### config.mk
export PLATFORM = sky130hd
export DESIGN_NAME = mem_arbiter_flat
export DESIGN_NICKNAME = d
export VERILOG_FILES = /design/src/rtl/mem_arbiter_if.sv /design/src/rtl/mem_arbiter.sv /design/src/flat_wrapper.sv
export SDC_FILE = /design/constraint.sdc
export NUM_CORES = 1
export LEC_CHECK = 0
export ABC_CLOCK_PERIOD_IN_PS = 2100
export BUFFER_PORTS_ARGS = -buffer_cell sky130_fd_sc_hd__buf_2
export CORE_MARGIN = 5
export CORE_UTILIZATION = 35
export CTS_CLUSTER_SIZE = 25
export DETAILED_ROUTE_END_ITERATION = 12
export GPL_TIMING_DRIVEN = 0
export PLACE_DENSITY = 0.73
export SYNTH_ARGS = -nofsm -noshare
export SYNTH_HDL_FRONTEND = slang
export SYNTH_SLANG_ARGS = --single-unit
### constraint.sdc
create_clock -name clk -period 2.1 [get_ports clk]
set_input_delay 0.105 -clock clk [delete_from_list [all_inputs] [get_ports clk]]
set_output_delay 0.105 -clock clk [all_outputs]
set_load 0.01 [all_outputs]
### src/rtl/mem_arbiter_if.sv
// Bus bundle between the fetch/data requesters, the arbiter and the
// external memory port.
interface mem_arbiter_if #(
  parameter int AW = 32,
  parameter int DW = 32
);
  logic            f_req;
  logic [AW-1:0]   f_addr;
  logic            flush_f;
  logic            f_ack;
  logic [DW-1:0]   f_rdata;

  logic            d_req;
  logic            d_we;
  logic [AW-1:0]   d_addr;
  logic [DW-1:0]   d_wdata;
  logic [DW/8-1:0] d_be;
  logic            d_ack;
  logic [DW-1:0]   d_rdata;

  logic            stall_f;
  logic            stall_m;

  logic            mem_req;
  logic            mem_we;
  logic [AW-1:0]   mem_addr;
  logic [DW-1:0]   mem_wdata;
  logic [DW/8-1:0] mem_be;
  logic            mem_gnt;
  logic            mem_rvalid;
  logic [DW-1:0]   mem_rdata;

  modport slave (
    input  f_req, f_addr, flush_f,
    output f_ack, f_rdata,
    input  d_req, d_we, d_addr, d_wdata, d_be,
    output d_ack, d_rdata,
    output stall_f, stall_m,
    output mem_req, mem_we, mem_addr, mem_wdata, mem_be,
    input  mem_gnt, mem_rvalid, mem_rdata
  );

  modport master (
    output f_req, f_addr, flush_f,
    input  f_ack, f_rdata,
    output d_req, d_we, d_addr, d_wdata, d_be,
    input  d_ack, d_rdata,
    input  stall_f, stall_m,
    input  mem_req, mem_we, mem_addr, mem_wdata, mem_be,
    output mem_gnt, mem_rvalid, mem_rdata
  );
endinterface

### src/rtl/mem_arbiter.sv
// Fetch/data arbiter in front of one variable-latency memory port:
// one transaction in flight, data-first with bounded fetch starvation.
module mem_arbiter #(
  parameter int AW         = 32,
  parameter int DW         = 32,
  parameter int MAX_STARVE = 4,
  parameter int CW         = 3
) (
  input logic          clk,
  input logic          reset,
  mem_arbiter_if.slave bus
);
  localparam int BW = DW / 8;

  typedef enum logic [1:0] {
    IDLE,
    REQ,
    WAIT,
    RESP
  } state_e;

  state_e state_q, state_d;

  logic          own_q, own_d;
  logic          drop_q, drop_d;
  logic [CW-1:0] stv_q, stv_d;

  logic          mem_we_q, mem_we_d;
  logic [AW-1:0] mem_addr_q, mem_addr_d;
  logic [DW-1:0] mem_wdata_q, mem_wdata_d;
  logic [BW-1:0] mem_be_q, mem_be_d;
  logic [DW-1:0] f_rdata_q, f_rdata_d;
  logic [DW-1:0] d_rdata_q, d_rdata_d;

  logic idle;
  logic starved;
  logic f_win;
  logic d_win;
  logic f_busy;
  logic flush_hit;
  logic cap;
  logic mem_req;
  logic f_ack;
  logic d_ack;

  assign idle    = (state_q == IDLE);
  assign starved = (stv_q == CW'(MAX_STARVE));

  assign f_win = idle & bus.f_req & ~bus.flush_f
               & (~bus.d_req | starved);
  assign d_win = idle & ~f_win & bus.d_req;

  // own_q = 1 means the data side owns the transaction
  assign f_busy    = ((state_q == REQ) | (state_q == WAIT)) & ~own_q;
  assign flush_hit = f_busy & bus.flush_f;
  assign cap       = (state_q == WAIT) & bus.mem_rvalid;

  always_ff @(posedge clk or negedge reset) begin
    if (!reset) begin
      state_q <= IDLE;
    end else begin
      state_q <= state_d;
    end
  end

  always_comb begin
    state_d = state_q;
    unique case (state_q)
      IDLE: if (f_win | d_win) state_d = REQ;
      REQ:  if (bus.mem_gnt) state_d = WAIT;
      WAIT: if (bus.mem_rvalid) state_d = RESP;
      RESP: state_d = IDLE;
      default: state_d = IDLE;
    endcase
  end

  always_comb begin
    own_d       = own_q;
    drop_d      = drop_q;
    stv_d       = stv_q;
    mem_we_d    = mem_we_q;
    mem_addr_d  = mem_addr_q;
    mem_wdata_d = mem_wdata_q;
    mem_be_d    = mem_be_q;
    f_rdata_d   = f_rdata_q;
    d_rdata_d   = d_rdata_q;

    unique case (1'b1)
      f_win: begin
        own_d       = 1'b0;
        mem_we_d    = 1'b0;
        mem_addr_d  = bus.f_addr;
        mem_wdata_d = '0;
        mem_be_d    = '1;
        stv_d       = '0;
      end
      d_win: begin
        own_d       = 1'b1;
        mem_we_d    = bus.d_we;
        mem_addr_d  = bus.d_addr;
        mem_wdata_d = bus.d_wdata;
        mem_be_d    = bus.d_be;
        if (bus.f_req && (stv_q < CW'(MAX_STARVE))) begin
          stv_d = stv_q + CW'(1);
        end
      end
      default: ;
    endcase

    if (flush_hit) drop_d = 1'b1;
    if (state_q == RESP) drop_d = 1'b0;

    // a flush arriving with the response still discards it
    if (cap && own_q) begin
      d_rdata_d = bus.mem_rdata;
    end
    if (cap && !own_q && !drop_q && !flush_hit) begin
      f_rdata_d = bus.mem_rdata;
    end
  end

  always_ff @(posedge clk or negedge reset) begin
    if (!reset) begin
      own_q       <= 1'b0;
      drop_q      <= 1'b0;
      stv_q       <= '0;
      mem_we_q    <= 1'b0;
      mem_addr_q  <= '0;
      mem_wdata_q <= '0;
      mem_be_q    <= '0;
      f_rdata_q   <= '0;
      d_rdata_q   <= '0;
    end else begin
      own_q       <= own_d;
      drop_q      <= drop_d;
      stv_q       <= stv_d;
      mem_we_q    <= mem_we_d;
      mem_addr_q  <= mem_addr_d;
      mem_wdata_q <= mem_wdata_d;
      mem_be_q    <= mem_be_d;
      f_rdata_q   <= f_rdata_d;
      d_rdata_q   <= d_rdata_d;
    end
  end

  always_comb begin
    mem_req = (state_q == REQ);
    f_ack   = (state_q == RESP) & ~own_q & ~drop_q;
    d_ack   = (state_q == RESP) & own_q;
  end

  assign bus.mem_req   = mem_req;
  assign bus.mem_we    = mem_we_q;
  assign bus.mem_addr  = mem_addr_q;
  assign bus.mem_wdata = mem_wdata_q;
  assign bus.mem_be    = mem_be_q;

  assign bus.f_ack   = f_ack;
  assign bus.d_ack   = d_ack;
  assign bus.f_rdata = f_rdata_q;
  assign bus.d_rdata = d_rdata_q;

  assign bus.stall_f = bus.f_req & ~f_ack;
  assign bus.stall_m = bus.d_req & ~d_ack;
endmodule
### src/flat_wrapper.sv
// flat-port wrapper written by rule: the top's interface ports become plain ports
module mem_arbiter_flat 
#(
  parameter int AW         = 32,
  parameter int DW         = 32,
  parameter int MAX_STARVE = 4,
  parameter int CW         = 3
)
  (clk, reset, bus_f_req, bus_f_addr, bus_flush_f, bus_f_ack, bus_f_rdata, bus_d_req, bus_d_we, bus_d_addr, bus_d_wdata, bus_d_be, bus_d_ack, bus_d_rdata, bus_stall_f, bus_stall_m, bus_mem_req, bus_mem_we, bus_mem_addr, bus_mem_wdata, bus_mem_be, bus_mem_gnt, bus_mem_rvalid, bus_mem_rdata);
  mem_arbiter_if #(.AW(AW), .DW(DW)) bus_i ();
  input logic clk;
  input logic reset;
  input wire logic [$bits(bus_i.f_req)-1:0] bus_f_req;
  input wire logic [$bits(bus_i.f_addr)-1:0] bus_f_addr;
  input wire logic [$bits(bus_i.flush_f)-1:0] bus_flush_f;
  output wire logic [$bits(bus_i.f_ack)-1:0] bus_f_ack;
  output wire logic [$bits(bus_i.f_rdata)-1:0] bus_f_rdata;
  input wire logic [$bits(bus_i.d_req)-1:0] bus_d_req;
  input wire logic [$bits(bus_i.d_we)-1:0] bus_d_we;
  input wire logic [$bits(bus_i.d_addr)-1:0] bus_d_addr;
  input wire logic [$bits(bus_i.d_wdata)-1:0] bus_d_wdata;
  input wire logic [$bits(bus_i.d_be)-1:0] bus_d_be;
  output wire logic [$bits(bus_i.d_ack)-1:0] bus_d_ack;
  output wire logic [$bits(bus_i.d_rdata)-1:0] bus_d_rdata;
  output wire logic [$bits(bus_i.stall_f)-1:0] bus_stall_f;
  output wire logic [$bits(bus_i.stall_m)-1:0] bus_stall_m;
  output wire logic [$bits(bus_i.mem_req)-1:0] bus_mem_req;
  output wire logic [$bits(bus_i.mem_we)-1:0] bus_mem_we;
  output wire logic [$bits(bus_i.mem_addr)-1:0] bus_mem_addr;
  output wire logic [$bits(bus_i.mem_wdata)-1:0] bus_mem_wdata;
  output wire logic [$bits(bus_i.mem_be)-1:0] bus_mem_be;
  input wire logic [$bits(bus_i.mem_gnt)-1:0] bus_mem_gnt;
  input wire logic [$bits(bus_i.mem_rvalid)-1:0] bus_mem_rvalid;
  input wire logic [$bits(bus_i.mem_rdata)-1:0] bus_mem_rdata;
  assign bus_i.f_req = bus_f_req;
  assign bus_i.f_addr = bus_f_addr;
  assign bus_i.flush_f = bus_flush_f;
  assign bus_f_ack = bus_i.f_ack;
  assign bus_f_rdata = bus_i.f_rdata;
  assign bus_i.d_req = bus_d_req;
  assign bus_i.d_we = bus_d_we;
  assign bus_i.d_addr = bus_d_addr;
  assign bus_i.d_wdata = bus_d_wdata;
  assign bus_i.d_be = bus_d_be;
  assign bus_d_ack = bus_i.d_ack;
  assign bus_d_rdata = bus_i.d_rdata;
  assign bus_stall_f = bus_i.stall_f;
  assign bus_stall_m = bus_i.stall_m;
  assign bus_mem_req = bus_i.mem_req;
  assign bus_mem_we = bus_i.mem_we;
  assign bus_mem_addr = bus_i.mem_addr;
  assign bus_mem_wdata = bus_i.mem_wdata;
  assign bus_mem_be = bus_i.mem_be;
  assign bus_i.mem_gnt = bus_mem_gnt;
  assign bus_i.mem_rvalid = bus_mem_rvalid;
  assign bus_i.mem_rdata = bus_mem_rdata;
  mem_arbiter #(.AW(AW), .DW(DW), .MAX_STARVE(MAX_STARVE), .CW(CW)) u_core (.clk(clk), .reset(reset), .bus(bus_i));
endmodule
==> impl_metrics.json <==
{
  "grt_max_degree": 73,
  "rr_worst_depth": 5,
  "power_density_nw_per_um2": 1370,
  "crit_path_cell_trace": "inv_1 -> ha_1 -> nand3_1 -> buf_1 -> mux2_2",
  "synth_cell_types": 26,
  "fin_tns_setup_ps": 0,
  "final_common_cell": "buf_2",
  "ant_nets": 0,
  "synth_area_um2": 5880,
  "htreeDepth": 4,
  "die_w_um": 140,
  "gp_congestion": 0.824,
  "pin_count": 278,
  "synth.top_cells.by_area": "dfrtp_1 (60%), mux2_2 (25%), nand2_1 (5.0%), a21oi_1 (2.9%), ha_1 (1.5%)",
  "power_mw": 12.6,
  "worst_ep_arrival_time_ps": 2260,
  "max_stage_delay_ps": 480,
  "post-route-util": 0.557,
  "grt_pass1_vias": 5610,
  "setup_viol": 0,
  "whs_ps": 45.8,
  "ys.warnings.count": 0,
  "critPathLaunchType": "register",
  "diodes": 0,
  "cts_buffers": 17,
  "route.met2.wl_um": 8860,
  "fp-row-count": 47,
  "end_kind": "register",
  "yosysSeqAreaShare": 0.596,
  "outcome": "finished, final reports clean",
  "slew_violations": 0,
  "rsz0062_at_grt": "false",
  "maxCapViolCount": 0,
  "mostFrequentLayoutCells": "buf_2 (285), dfrtp_1 (140), mux2_2 (129)",
  "synth_seq_cells": 140,
  "drive_gt1_frac": 0.536,
  "p_sw_mw": 4.24,
  "overflow": 0,
  "syn_inst": 448,
  "path_clk_slew_ps": 60,
  "critPathRequiredTime_ps": 2400,
  "wl_per_cell_um": 16.1,
  "p_clk_frac": 0.229,
  "grt_pass1_wl_um": 28600,
  "hold_path_class": "in2reg",
  "p_comb_frac": 0.402,
  "postRouteWirelength_um": 17500,
  "pwr-share-seq": 0.369,
  "p_leak_nw": 4.59,
  "core_area_um2": 16500,
  "yosysTopAreaCellShare": 0.596,
  "internal-power_mw": 8.34,
  "top_layer": "met4",
  "clk_path_buf_depth": 2,
  "finalHoldViolCount": 0,
  "fmax_ghz": 0.511,
  "max-slew-margin-rel": 0.556,
  "ir_drop_v": 0.000682,
  "synth.net_count": 595,
  "switching_share": 0.337,
  "wl_met1_um": 6690,
  "routed_via_density": 4.63,
  "synth_edf_count": 0,
  "path_class": "reg2reg",
  "layout_min_cycle_time_ps": 1960,
  "clk_latency_ps": 410,
  "skew_ps": 8.14,
  "cts_root_buffer": "clkbuf_16",
  "worstMarginPinSlew_ps": 667,
  "synth_flop_cell": "dfrtp_1",
  "die_area_um2": 19500,
  "syn_area_per_cell_um2": 13.1,
  "min_path_cells": 3,
  "yosys.area.top_type": "dfrtp_1",
  "hpwl_um": 12000,
  "fin_crit_sh": 0.932,
  "cts_sinks": 140,
  "firstDrtPassIters": 4,
  "cts_tree": "built",
  "met3_length_um": 1460,
  "drt_iter0_drc": 121,
  "syn_to_final_growth_pct": 56.6,
  "vias": 5021,
  "crit_fanout": 10,
  "die_h_um": 140,
  "antenna_found_initial": 0,
  "drc": 0,
  "fin_nets": 999,
  "grt_usage": 0.183,
  "cpMaxStageDelayCell": "buf_1",
  "port_buffers": 277,
  "ys_async_sr_fraction": 1.00,
  "initial_utilization": 0.356
}
[cell usage after synthesis (4+ instances only)]
cell type,count
buf_1,4
mux2_2,129
buf_6,6
ha_1,7
nor2_1,4
nand2_1,78
nand3b_1,4
dfrtp_1,140
buf_2,7
inv_1,9
clkbuf_1,4
a21oi_1,34
[worst max-delay path, delay by kind of cell (launching register included)]
kind | cells | cell delay, ps
buffers and inverters | 2 | 580
multiplexers | 1 | 410
flip-flops | 1 | 370
adder cells (fa/ha/maj) | 1 | 250
AND/OR/NAND/NOR | 1 | 230
[cell families after synthesis]
group,count (synthesis),share of synthesized area
AO/OA/AOI/OAI,40,0.0381
AND/OR/NAND/NOR,98,0.0704
flip-flops,140,0.596
multiplexers,130,0.249
buffers and inverters,33,0.0321
adder cells (fa/ha/maj),7,0.0149
[final timing paths]
check | to | slack (ps) | startpoint
hold reg to reg | u_core.bus.f_rdata[1] | 500 | u_core.bus.f_rdata[1]
max in group asynchronous | u_core.bus.f_rdata[24] | 1070 | reset
setup / recovery | u_core.bus.d_rdata[3] | 140 | u_core.state_q[0]
setup reg to reg | u_core.bus.d_rdata[3] | 140 | u_core.state_q[0]
hold / removal | u_core.bus.mem_addr[10] | 50 | bus_d_addr[10]
min in group asynchronous | u_core.bus.mem_addr[8] | 250 | reset
[power groups by stage]
stage / combinational (mW) / clock, mW / sequential, mW
floorplan: 2.27 / 0 / 5.23
global placement: 4.81 / 0 / 4.60
detailed placement: 4.91 / 0 / 4.67
CTS: 5.09 / 2.95 / 4.62
global route: 5.51 / 3.06 / 4.80
finish: 5.05 / 2.88 / 4.65
[area by class of cell]
cell class                 instances  area (µm²)
tap                              220         275
inverter                           9        33.8
timing repair buffer             385        2480
clock inverter                     9        87.6
buffer                            24         160
sequential                       140        3500
multi-input combinational        275        2190
clock buffer                      22         474
fill                            1382        7320
[metrics by stage]
step / setup slack, ps / instance area [µm²] / std cells
after floorplan: 286 / 5880 / 448
final: 143 / 9210 / 1084
after CTS: 47.0 / 9200 / 1084
after global routing: 7.33 / 9210 / 1084
after detailed placement: -182 / 7580 / 946
after global placement: -1110 / 7540 / 945
[layer usage]
metal / global-route usage / vias to the layer above
li1: - / 2343
met1: 0.206 / 2429
met2: 0.317 / 210
met3: 0.0655 / 39
met4: 0.0709 / 0
met5: 0 / -
[registers in the layout, summed over array words and instances, names as in the netlist]
name                  flops
u_core.bus.d_rdata       32
u_core.bus.f_rdata       32
u_core.bus.mem_addr      32
u_core.bus.mem_be         4
u_core.bus.mem_wdata     32
u_core.bus.mem_we         1
u_core.drop_q             1
u_core.own_q              1
u_core.state_q            2
u_core.stv_q              3
[what timing repair did]
action / 4_1_cts / 5_1_grt
setup endpoints to repair: 67 / 21
resized for setup: 2 / 5
pin swaps: 1 / 0
hold buffers: 103 / 0
hold endpoints to repair: 202 / 0
setup buffers: 4 / 0
Power figures use the tool's default switching activity.
